==> config.mk <==
export PLATFORM = sky130hd
export DESIGN_NAME = control_unit_mc_flat
export DESIGN_NICKNAME = d
export VERILOG_FILES = /design/src/rtl/cu_pkg.sv /design/src/rtl/control_unit_mc_if.sv /design/src/rtl/cu_decode.sv /design/src/rtl/control_unit_mc.sv /design/src/flat_wrapper.sv
export SDC_FILE = /design/constraint.sdc
export NUM_CORES = 1
export LEC_CHECK = 0
export ABC_AREA = 1
export CAP_MARGIN = 20
export CORE_MARGIN = 2
export CORE_UTILIZATION = 40
export CTS_CLUSTER_DIAMETER = 200
export DETAILED_ROUTE_END_ITERATION = 8
export GPL_TIMING_DRIVEN = 1
export PLACE_DENSITY = 0.75
export SLEW_MARGIN = 20
export SYNTH_ARGS = -nofsm -noshare
export SYNTH_HDL_FRONTEND = slang
export SYNTH_HIERARCHICAL = 1
export SYNTH_SLANG_ARGS = --single-unit
==> constraint.sdc <==
create_clock -name clk -period 1.4 [get_ports clk]
set_clock_uncertainty 0.1 [all_clocks]
set_input_delay 0.28 -clock clk [delete_from_list [all_inputs] [get_ports clk]]
set_output_delay 0.28 -clock clk [all_outputs]
set_load 0.05 [all_outputs]
==> src/rtl/cu_pkg.sv <==
// cu_pkg: opcodes, ALU select codes and FSM state encodings for the multicycle controller.
package cu_pkg;

    typedef enum logic [3:0] {
        OP_NOOP  = 4'h0,
        OP_LOAD  = 4'h1,
        OP_STORE = 4'h2,
        OP_ADD   = 4'h3,
        OP_SUB   = 4'h4,
        OP_HALT  = 4'h5,
        OP_JMP   = 4'h6,
        OP_BEQ   = 4'h7,
        OP_AND   = 4'h8,
        OP_OR    = 4'h9,
        OP_XOR   = 4'hA,
        OP_BNE   = 4'hB
    } op_e;

    typedef enum logic [2:0] {
        ALU_PASS = 3'd0,
        ALU_ADD  = 3'd1,
        ALU_SUB  = 3'd2,
        ALU_AND  = 3'd3,
        ALU_OR   = 3'd4,
        ALU_XOR  = 3'd5
    } alu_s_e;

    typedef logic [3:0] cu_state_e;

    localparam cu_state_e S_INIT    = 4'd0;
    localparam cu_state_e S_FETCH   = 4'd1;
    localparam cu_state_e S_FETCH_W = 4'd2;
    localparam cu_state_e S_DECODE  = 4'd3;
    localparam cu_state_e S_LD_A    = 4'd4;
    localparam cu_state_e S_LD_B    = 4'd5;
    localparam cu_state_e S_ST      = 4'd6;
    localparam cu_state_e S_ALU     = 4'd7;
    localparam cu_state_e S_JMP     = 4'd8;
    localparam cu_state_e S_BR_CMP  = 4'd9;
    localparam cu_state_e S_BR_RES  = 4'd10;
    localparam cu_state_e S_HALT    = 4'd11;

    function automatic alu_s_e alu_sel(input logic [3:0] op);
        return op == OP_ADD ? ALU_ADD :
               op == OP_SUB ? ALU_SUB :
               op == OP_AND ? ALU_AND :
               op == OP_OR  ? ALU_OR  :
               op == OP_XOR ? ALU_XOR : ALU_PASS;
    endfunction

endpackage

==> src/rtl/control_unit_mc_if.sv <==
// control_unit_mc_if: instruction/flag inputs and registered control strobes between controller and datapath.
interface control_unit_mc_if #(
    parameter int RAW = 4,
    parameter int DAW = 8,
    parameter int OPW = 4,
    parameter int ASW = 4
);
    localparam int IW = OPW + RAW + DAW;

    logic [IW-1:0]  ir;
    logic           alu_z;
    logic           resume;
    logic           pc_clr;
    logic           pc_ic;
    logic           pc_ld;
    logic           pc_add;
    logic [DAW-1:0] pc_tgt;
    logic [RAW-1:0] pc_off;
    logic           ir_ld;
    logic [DAW-1:0] d_addr;
    logic           d_wr;
    logic           rf_s;
    logic           rf_w_en;
    logic [RAW-1:0] rf_a_addr;
    logic [RAW-1:0] rf_b_addr;
    logic [RAW-1:0] rf_w_addr;
    logic [ASW-1:0] alu_s;
    logic           halted;
    logic           illegal;

    modport master (
        input  ir, alu_z, resume,
        output pc_clr, pc_ic, pc_ld, pc_add, pc_tgt, pc_off, ir_ld, d_addr, d_wr,
               rf_s, rf_w_en, rf_a_addr, rf_b_addr, rf_w_addr, alu_s, halted, illegal
    );

    modport slave (
        output ir, alu_z, resume,
        input  pc_clr, pc_ic, pc_ld, pc_add, pc_tgt, pc_off, ir_ld, d_addr, d_wr,
               rf_s, rf_w_en, rf_a_addr, rf_b_addr, rf_w_addr, alu_s, halted, illegal
    );
endinterface

==> src/rtl/cu_decode.sv <==
// cu_decode: maps the opcode field to the state following DECODE and flags undefined opcodes.
module cu_decode
    import cu_pkg::*;
#(
    parameter int OPW = 4
) (
    input  logic [OPW-1:0] op,
    output cu_state_e      next,
    output logic           legal
);
    always_comb begin
        legal = 1'b1;
        case (op)
            OPW'(OP_NOOP):  next = S_FETCH;
            OPW'(OP_LOAD):  next = S_LD_A;
            OPW'(OP_STORE): next = S_ST;
            OPW'(OP_ADD), OPW'(OP_SUB), OPW'(OP_AND), OPW'(OP_OR), OPW'(OP_XOR):
                            next = S_ALU;
            OPW'(OP_HALT):  next = S_HALT;
            OPW'(OP_JMP):   next = S_JMP;
            OPW'(OP_BEQ), OPW'(OP_BNE):
                            next = S_BR_CMP;
            default: begin
                next  = S_HALT;
                legal = 1'b0;
            end
        endcase
    end
endmodule

==> src/rtl/control_unit_mc.sv <==
// control_unit_mc: multicycle fetch/decode/execute sequencer; every control output is a register
// loaded from the current state, so a state's strobes appear during the cycle after it.
module control_unit_mc
    import cu_pkg::*;
#(
    parameter int RAW = 4,
    parameter int DAW = 8,
    parameter int OPW = 4,
    parameter int ASW = 4
) (
    input logic              clk,
    input logic              rst,
    control_unit_mc_if.master bus
);
    localparam int IW = OPW + RAW + DAW;

    if (DAW != 2 * RAW) begin : g_width_check
        $error("control_unit_mc: DAW must equal 2*RAW");
    end

    typedef struct packed {
        logic           pc_clr;
        logic           pc_ic;
        logic           pc_ld;
        logic           pc_add;
        logic [DAW-1:0] pc_tgt;
        logic [RAW-1:0] pc_off;
        logic           ir_ld;
        logic [DAW-1:0] d_addr;
        logic           d_wr;
        logic           rf_s;
        logic           rf_w_en;
        logic [RAW-1:0] rf_a_addr;
        logic [RAW-1:0] rf_b_addr;
        logic [RAW-1:0] rf_w_addr;
        logic [ASW-1:0] alu_s;
        logic           halted;
    } ctrl_t;

    cu_state_e      state, state_n, dec_next;
    ctrl_t          c_q, c_n;
    logic           legal, illegal, taken;
    logic [OPW-1:0] op;
    logic [RAW-1:0] f2, f1, f0;

    assign op = bus.ir[IW-1 -: OPW];
    assign f2 = bus.ir[3*RAW-1 -: RAW];
    assign f1 = bus.ir[2*RAW-1 -: RAW];
    assign f0 = bus.ir[RAW-1:0];
    // Only BEQ/BNE reach BR_RES, so anything that is not BEQ is BNE there.
    assign taken = op == OPW'(OP_BEQ) ? bus.alu_z : !bus.alu_z;

    cu_decode #(.OPW(OPW)) u_decode (
        .op    (op),
        .next  (dec_next),
        .legal (legal)
    );

    always_comb begin
        c_n     = '0;
        state_n = S_INIT;
        case (state)
            S_INIT: begin
                c_n.pc_clr = 1'b1;
                state_n    = S_FETCH;
            end
            S_FETCH: begin
                c_n.ir_ld = 1'b1;
                c_n.pc_ic = 1'b1;
                state_n   = S_FETCH_W;
            end
            S_FETCH_W: state_n = S_DECODE;
            S_DECODE:  state_n = dec_next;
            S_LD_A, S_LD_B: begin
                c_n.d_addr    = {f2, f1};
                c_n.rf_s      = 1'b1;
                c_n.rf_w_addr = f0;
                c_n.rf_w_en   = state == S_LD_B;
                state_n       = state == S_LD_A ? S_LD_B : S_FETCH;
            end
            S_ST: begin
                c_n.d_addr    = {f1, f0};
                c_n.rf_a_addr = f2;
                c_n.d_wr      = 1'b1;
                state_n       = S_FETCH;
            end
            S_ALU: begin
                c_n.rf_a_addr = f2;
                c_n.rf_b_addr = f1;
                c_n.rf_w_addr = f0;
                c_n.rf_w_en   = 1'b1;
                c_n.alu_s     = ASW'(alu_sel(4'(op)));
                state_n       = S_FETCH;
            end
            S_JMP: begin
                c_n.pc_tgt = {f1, f0};
                c_n.pc_ld  = 1'b1;
                state_n    = S_FETCH;
            end
            S_BR_CMP, S_BR_RES: begin
                c_n.rf_a_addr = f2;
                c_n.rf_b_addr = f1;
                c_n.alu_s     = ASW'(ALU_SUB);
                c_n.pc_add    = state == S_BR_RES && taken;
                c_n.pc_off    = state == S_BR_RES && taken ? f0 : '0;
                state_n       = state == S_BR_CMP ? S_BR_RES : S_FETCH;
            end
            S_HALT: begin
                c_n.halted = 1'b1;
                state_n    = bus.resume ? S_FETCH : S_HALT;
            end
            default: state_n = S_INIT;
        endcase
    end

    always_ff @(posedge clk or posedge rst) begin
        if (rst) begin
            state   <= S_INIT;
            c_q     <= '0;
            illegal <= 1'b0;
        end else begin
            state   <= state_n;
            c_q     <= c_n;
            illegal <= illegal | (state == S_DECODE && !legal);
        end
    end

    assign bus.pc_clr    = c_q.pc_clr;
    assign bus.pc_ic     = c_q.pc_ic;
    assign bus.pc_ld     = c_q.pc_ld;
    assign bus.pc_add    = c_q.pc_add;
    assign bus.pc_tgt    = c_q.pc_tgt;
    assign bus.pc_off    = c_q.pc_off;
    assign bus.ir_ld     = c_q.ir_ld;
    assign bus.d_addr    = c_q.d_addr;
    assign bus.d_wr      = c_q.d_wr;
    assign bus.rf_s      = c_q.rf_s;
    assign bus.rf_w_en   = c_q.rf_w_en;
    assign bus.rf_a_addr = c_q.rf_a_addr;
    assign bus.rf_b_addr = c_q.rf_b_addr;
    assign bus.rf_w_addr = c_q.rf_w_addr;
    assign bus.alu_s     = c_q.alu_s;
    assign bus.halted    = c_q.halted;
    assign bus.illegal   = illegal;
endmodule
==> src/flat_wrapper.sv <==
// flat-port wrapper written by rule: the top's interface ports become plain ports
module control_unit_mc_flat import cu_pkg::*;
#(
    parameter int RAW = 4,
    parameter int DAW = 8,
    parameter int OPW = 4,
    parameter int ASW = 4
)
  (clk, rst, bus_ir, bus_alu_z, bus_resume, bus_pc_clr, bus_pc_ic, bus_pc_ld, bus_pc_add, bus_pc_tgt, bus_pc_off, bus_ir_ld, bus_d_addr, bus_d_wr, bus_rf_s, bus_rf_w_en, bus_rf_a_addr, bus_rf_b_addr, bus_rf_w_addr, bus_alu_s, bus_halted, bus_illegal);
  control_unit_mc_if #(.RAW(RAW), .DAW(DAW), .OPW(OPW), .ASW(ASW)) bus_i ();
  input logic clk;
  input logic rst;
  input wire logic [$bits(bus_i.ir)-1:0] bus_ir;
  input wire logic [$bits(bus_i.alu_z)-1:0] bus_alu_z;
  input wire logic [$bits(bus_i.resume)-1:0] bus_resume;
  output wire logic [$bits(bus_i.pc_clr)-1:0] bus_pc_clr;
  output wire logic [$bits(bus_i.pc_ic)-1:0] bus_pc_ic;
  output wire logic [$bits(bus_i.pc_ld)-1:0] bus_pc_ld;
  output wire logic [$bits(bus_i.pc_add)-1:0] bus_pc_add;
  output wire logic [$bits(bus_i.pc_tgt)-1:0] bus_pc_tgt;
  output wire logic [$bits(bus_i.pc_off)-1:0] bus_pc_off;
  output wire logic [$bits(bus_i.ir_ld)-1:0] bus_ir_ld;
  output wire logic [$bits(bus_i.d_addr)-1:0] bus_d_addr;
  output wire logic [$bits(bus_i.d_wr)-1:0] bus_d_wr;
  output wire logic [$bits(bus_i.rf_s)-1:0] bus_rf_s;
  output wire logic [$bits(bus_i.rf_w_en)-1:0] bus_rf_w_en;
  output wire logic [$bits(bus_i.rf_a_addr)-1:0] bus_rf_a_addr;
  output wire logic [$bits(bus_i.rf_b_addr)-1:0] bus_rf_b_addr;
  output wire logic [$bits(bus_i.rf_w_addr)-1:0] bus_rf_w_addr;
  output wire logic [$bits(bus_i.alu_s)-1:0] bus_alu_s;
  output wire logic [$bits(bus_i.halted)-1:0] bus_halted;
  output wire logic [$bits(bus_i.illegal)-1:0] bus_illegal;
  assign bus_i.ir = bus_ir;
  assign bus_i.alu_z = bus_alu_z;
  assign bus_i.resume = bus_resume;
  assign bus_pc_clr = bus_i.pc_clr;
  assign bus_pc_ic = bus_i.pc_ic;
  assign bus_pc_ld = bus_i.pc_ld;
  assign bus_pc_add = bus_i.pc_add;
  assign bus_pc_tgt = bus_i.pc_tgt;
  assign bus_pc_off = bus_i.pc_off;
  assign bus_ir_ld = bus_i.ir_ld;
  assign bus_d_addr = bus_i.d_addr;
  assign bus_d_wr = bus_i.d_wr;
  assign bus_rf_s = bus_i.rf_s;
  assign bus_rf_w_en = bus_i.rf_w_en;
  assign bus_rf_a_addr = bus_i.rf_a_addr;
  assign bus_rf_b_addr = bus_i.rf_b_addr;
  assign bus_rf_w_addr = bus_i.rf_w_addr;
  assign bus_alu_s = bus_i.alu_s;
  assign bus_halted = bus_i.halted;
  assign bus_illegal = bus_i.illegal;
  control_unit_mc #(.RAW(RAW), .DAW(DAW), .OPW(OPW), .ASW(ASW)) u_core (.clk(clk), .rst(rst), .bus(bus_i));
endmodule
==> flow_metrics.env <==
export IMPL_rows=24
export IMPL_drc=2
export IMPL_nNetsFinal=294
export IMPL_p_total_w=0.00533
export IMPL_p_leak_nw=1.67
export IMPL_grt_overflow_total=0
export IMPL_clk_pin_slew_ns=0.09
export IMPL_ios=66
export IMPL_start_util_pct=42.2
export IMPL_synth_area_um2=1880
export IMPL_numCtsBuffers=5
export IMPL_fill_cells=316
export IMPL_maxCapViolCount=0
export IMPL_dr_pass1_iters=6
export IMPL_avgSynthCellArea_um2=9.47
export IMPL_cts_sinks=48
export IMPL_antenna_left=0
export IMPL_n_antenna_cell=0
export IMPL_end_kind="register"
export IMPL_gp_congestion=0.846
export IMPL_postCtsHoldBufs=0
export IMPL_critPathMaxFanout=5
export IMPL_ys_warn_count=6
export IMPL_viasPerCell=4.85
export IMPL_clk_latency_ns=0.30
export IMPL_yosysSeqAreaShare_pct=64.0
export IMPL_clockBufferDepth=2
export IMPL_setup_tns_ns=0
export IMPL_h_tree_depth=2
export IMPL_die_area_um2=5250
export IMPL_die_y_um=72.5
export IMPL_hold_class="primary input to register"
export IMPL_fp_coreArea_um2=4440
export IMPL_min_period_over_period_pct=94.7
export IMPL_drive_gt1_share_pct=28.4
export IMPL_arrival_ns=1.43
export IMPL_antenna_found_initial=0
export IMPL_tritoncts="built"
export IMPL_cts_resized_gates=1
export IMPL_status="complete, but fails checks"
export IMPL_die_w_um=72.5
export IMPL_ys_ff_latch=48
export IMPL_post_cts_setup_buffers=0
export IMPL_finalWorstPathRequiredPeriod_ns=1.33
export IMPL_grt_total_usage_pct=17.7
export IMPL_grt_pass1_vias=1444
export IMPL_syn_to_final_growth_pct=70.8
export IMPL_required_ns=1.50
export IMPL_port_buffers=64
export IMPL_max_clock_freq_mhz=754
export IMPL_crit_type="register to register"
export IMPL_wirelength_um=4340
export IMPL_grt_max_degree=49
export IMPL_grt_pass1_wl_um=6950
export IMPL_drt_iter0_markers=107
export IMPL_power_density_nw_per_um2=1660
export IMPL_hold_viol=0
export IMPL_dr_total_vias=1586
export IMPL_synthDistinctLibCells=21
export IMPL_violations="design-rule violations"
export IMPL_slew_viol_final=0
export IMPL_dp_hpwl_um=3350
export IMPL_cp_start_kind="register"
export IMPL_cts_root_buf="clkbuf_8"
export IMPL_routedWlPerCell_um=13.3
export IMPL_postSynthCellCount=198
export IMPL_setup_viol=0
export IMPL_syn_nets=218
export IMPL_peakVddDrop_mv=0.902
worst max-delay path, cell delays in order, from the launching register on:
cell	delay (ns)
dfrtp_1	0.42
inv_1	0.15
nor2_4	0.08
nand2_1	0.14
nand2_1	0.11
nor2_4	0.16
nor2_1	0.06
metal layers:
layer / vias up / GRT usage, % / share of wire (%)
met1: 762 / 24.4 / 43
met3: 3 / 5.42 / 7.6
met2: 60 / 27.4 / 49
met5: - / 0 / 0
li1: 761 / - / -
met4: 0 / 4.94 / 0.94
cell families after synthesis:
logic type      after synthesis  share of synthesized area [%]
buf+inv                      39                           8.21
simple gates                 89                           21.0
other cells                   1                          0.200
flops                        48                           64.0
compound gates               21                           6.54
report_power, final:
part           total (W)  internal [W]  switching, W
sequential       0.00193       0.00165      0.000278
clock           0.000865      0.000400      0.000465
combinational    0.00253       0.00111       0.00142
total            0.00533       0.00316       0.00216
synthesized netlist by cell type:
master,instances,share of area [%]
dfrtp_1,48,64
nor2_1,35,7.0
inv_1,32,6.4
nand2_1,31,6.2
nand3_1,12,3.2
o22ai_1,8,2.7
o21ai_0,6,1.6
inv_2,5,1.0
a21oi_1,3,0.80
buf_4,2,0.80
nand2_2,2,0.67
nor2_2,2,0.67
nor2_4,2,1.2
nor3_1,2,0.53
o211ai_1,2,0.80
conb_1,1,0.20
nand2_4,1,0.60
nand3_2,1,0.53
nand3b_1,1,0.40
o21ai_1,1,0.27
o21bai_1,1,0.40
state kept, by name, indices dropped and copies added (netlist names):
| signal | cells |
|---|---|
| u_core/bus.illegal | 1 |
| u_core/bus.ir_ld | 1 |
| u_core/bus.pc_ld | 1 |
| u_core/bus.rf_w_addr | 4 |
| u_core/bus.pc_add | 1 |
| u_core/bus.rf_w_en | 1 |
| u_core/bus.alu_s | 3 |
| u_core/bus.pc_clr | 1 |
| u_core/bus.rf_b_addr | 4 |
| u_core/bus.halted | 1 |
| u_core/bus.pc_tgt | 8 |
| u_core/bus.rf_s | 1 |
| u_core/bus.pc_off | 4 |
| u_core/bus.d_wr | 1 |
| u_core/bus.d_addr | 8 |
| u_core/bus.rf_a_addr | 4 |
| u_core/state | 4 |
per-stage QoR:
step	instances	cell area [um2]	setup WS [ns]	utilization, %	hold slack, ns
2_1_floorplan	198	1880	0.134	-	0.210
3_3_place_gp	319	3090	-0.272	69.4	0.431
3_5_place_dp	319	3090	-0.405	69.4	0.440
4_1_cts	327	3180	0.00545	71.6	0.282
5_1_grt	327	3200	-0.0104	72.1	0.287
6_report	327	3200	0.0745	72.1	0.255
cells in the final DEF (no fill, tap or decap):
master,netlist,final
nand3b_1,1,1
nor2_4,2,3
nand3_2,1,2
dlymetal6s2s_1,0,3
dfrtp_1,48,46
nor3_1,2,2
a21oi_1,3,3
nand2_4,1,1
nand3_1,12,11
nand2_2,2,3
inv_2,5,5
conb_1,1,1
buf_4,2,6
o21ai_0,6,6
clkinvlp_4,0,3
o21ai_1,1,1
o22ai_1,8,8
buf_12,0,46
o21bai_1,1,1
o211ai_1,2,2
clkdlybuf4s50_1,0,15
clkbuf_8,0,6
nor2_2,2,1
dfrtp_2,0,2
inv_1,32,31
nand2_1,31,30
nor2_1,35,35
dlygate4sd2_1,0,1
cell type report:
| cell class | instances | area (um2) | share of cell area (%) |
|---|---|---|---|
| multi-input combinational | 111 | 533 | 16.6 |
| clock buffer | 6 | 82.6 | 2.58 |
| inverter | 37 | 143 | 4.45 |
| tap | 52 | 65.1 | 2.03 |
| sequential | 48 | 1200 | 37.6 |
| clock inverter | 2 | 15.0 | 0.469 |
| timing repair buffer | 71 | 1160 | 36.3 |
final timing paths:
path,from,to,slack [ns],cells past startpoint
setup / recovery,u_core/state[2],u_core/bus.rf_a_addr[3],0.07,6
hold / removal,bus_ir[12],u_core/bus.alu_s[0],0.25,4
setup reg to reg,u_core/state[2],u_core/bus.rf_a_addr[3],0.07,6
hold reg to reg,u_core/state[1],u_core/bus.ir_ld,0.44,1
max in group asynchronous,rst,u_core/state[0],0.71,3
min in group asynchronous,rst,u_core/bus.d_addr[7],0.27,3
Note: power is estimated with default switching activity, not from simulation.
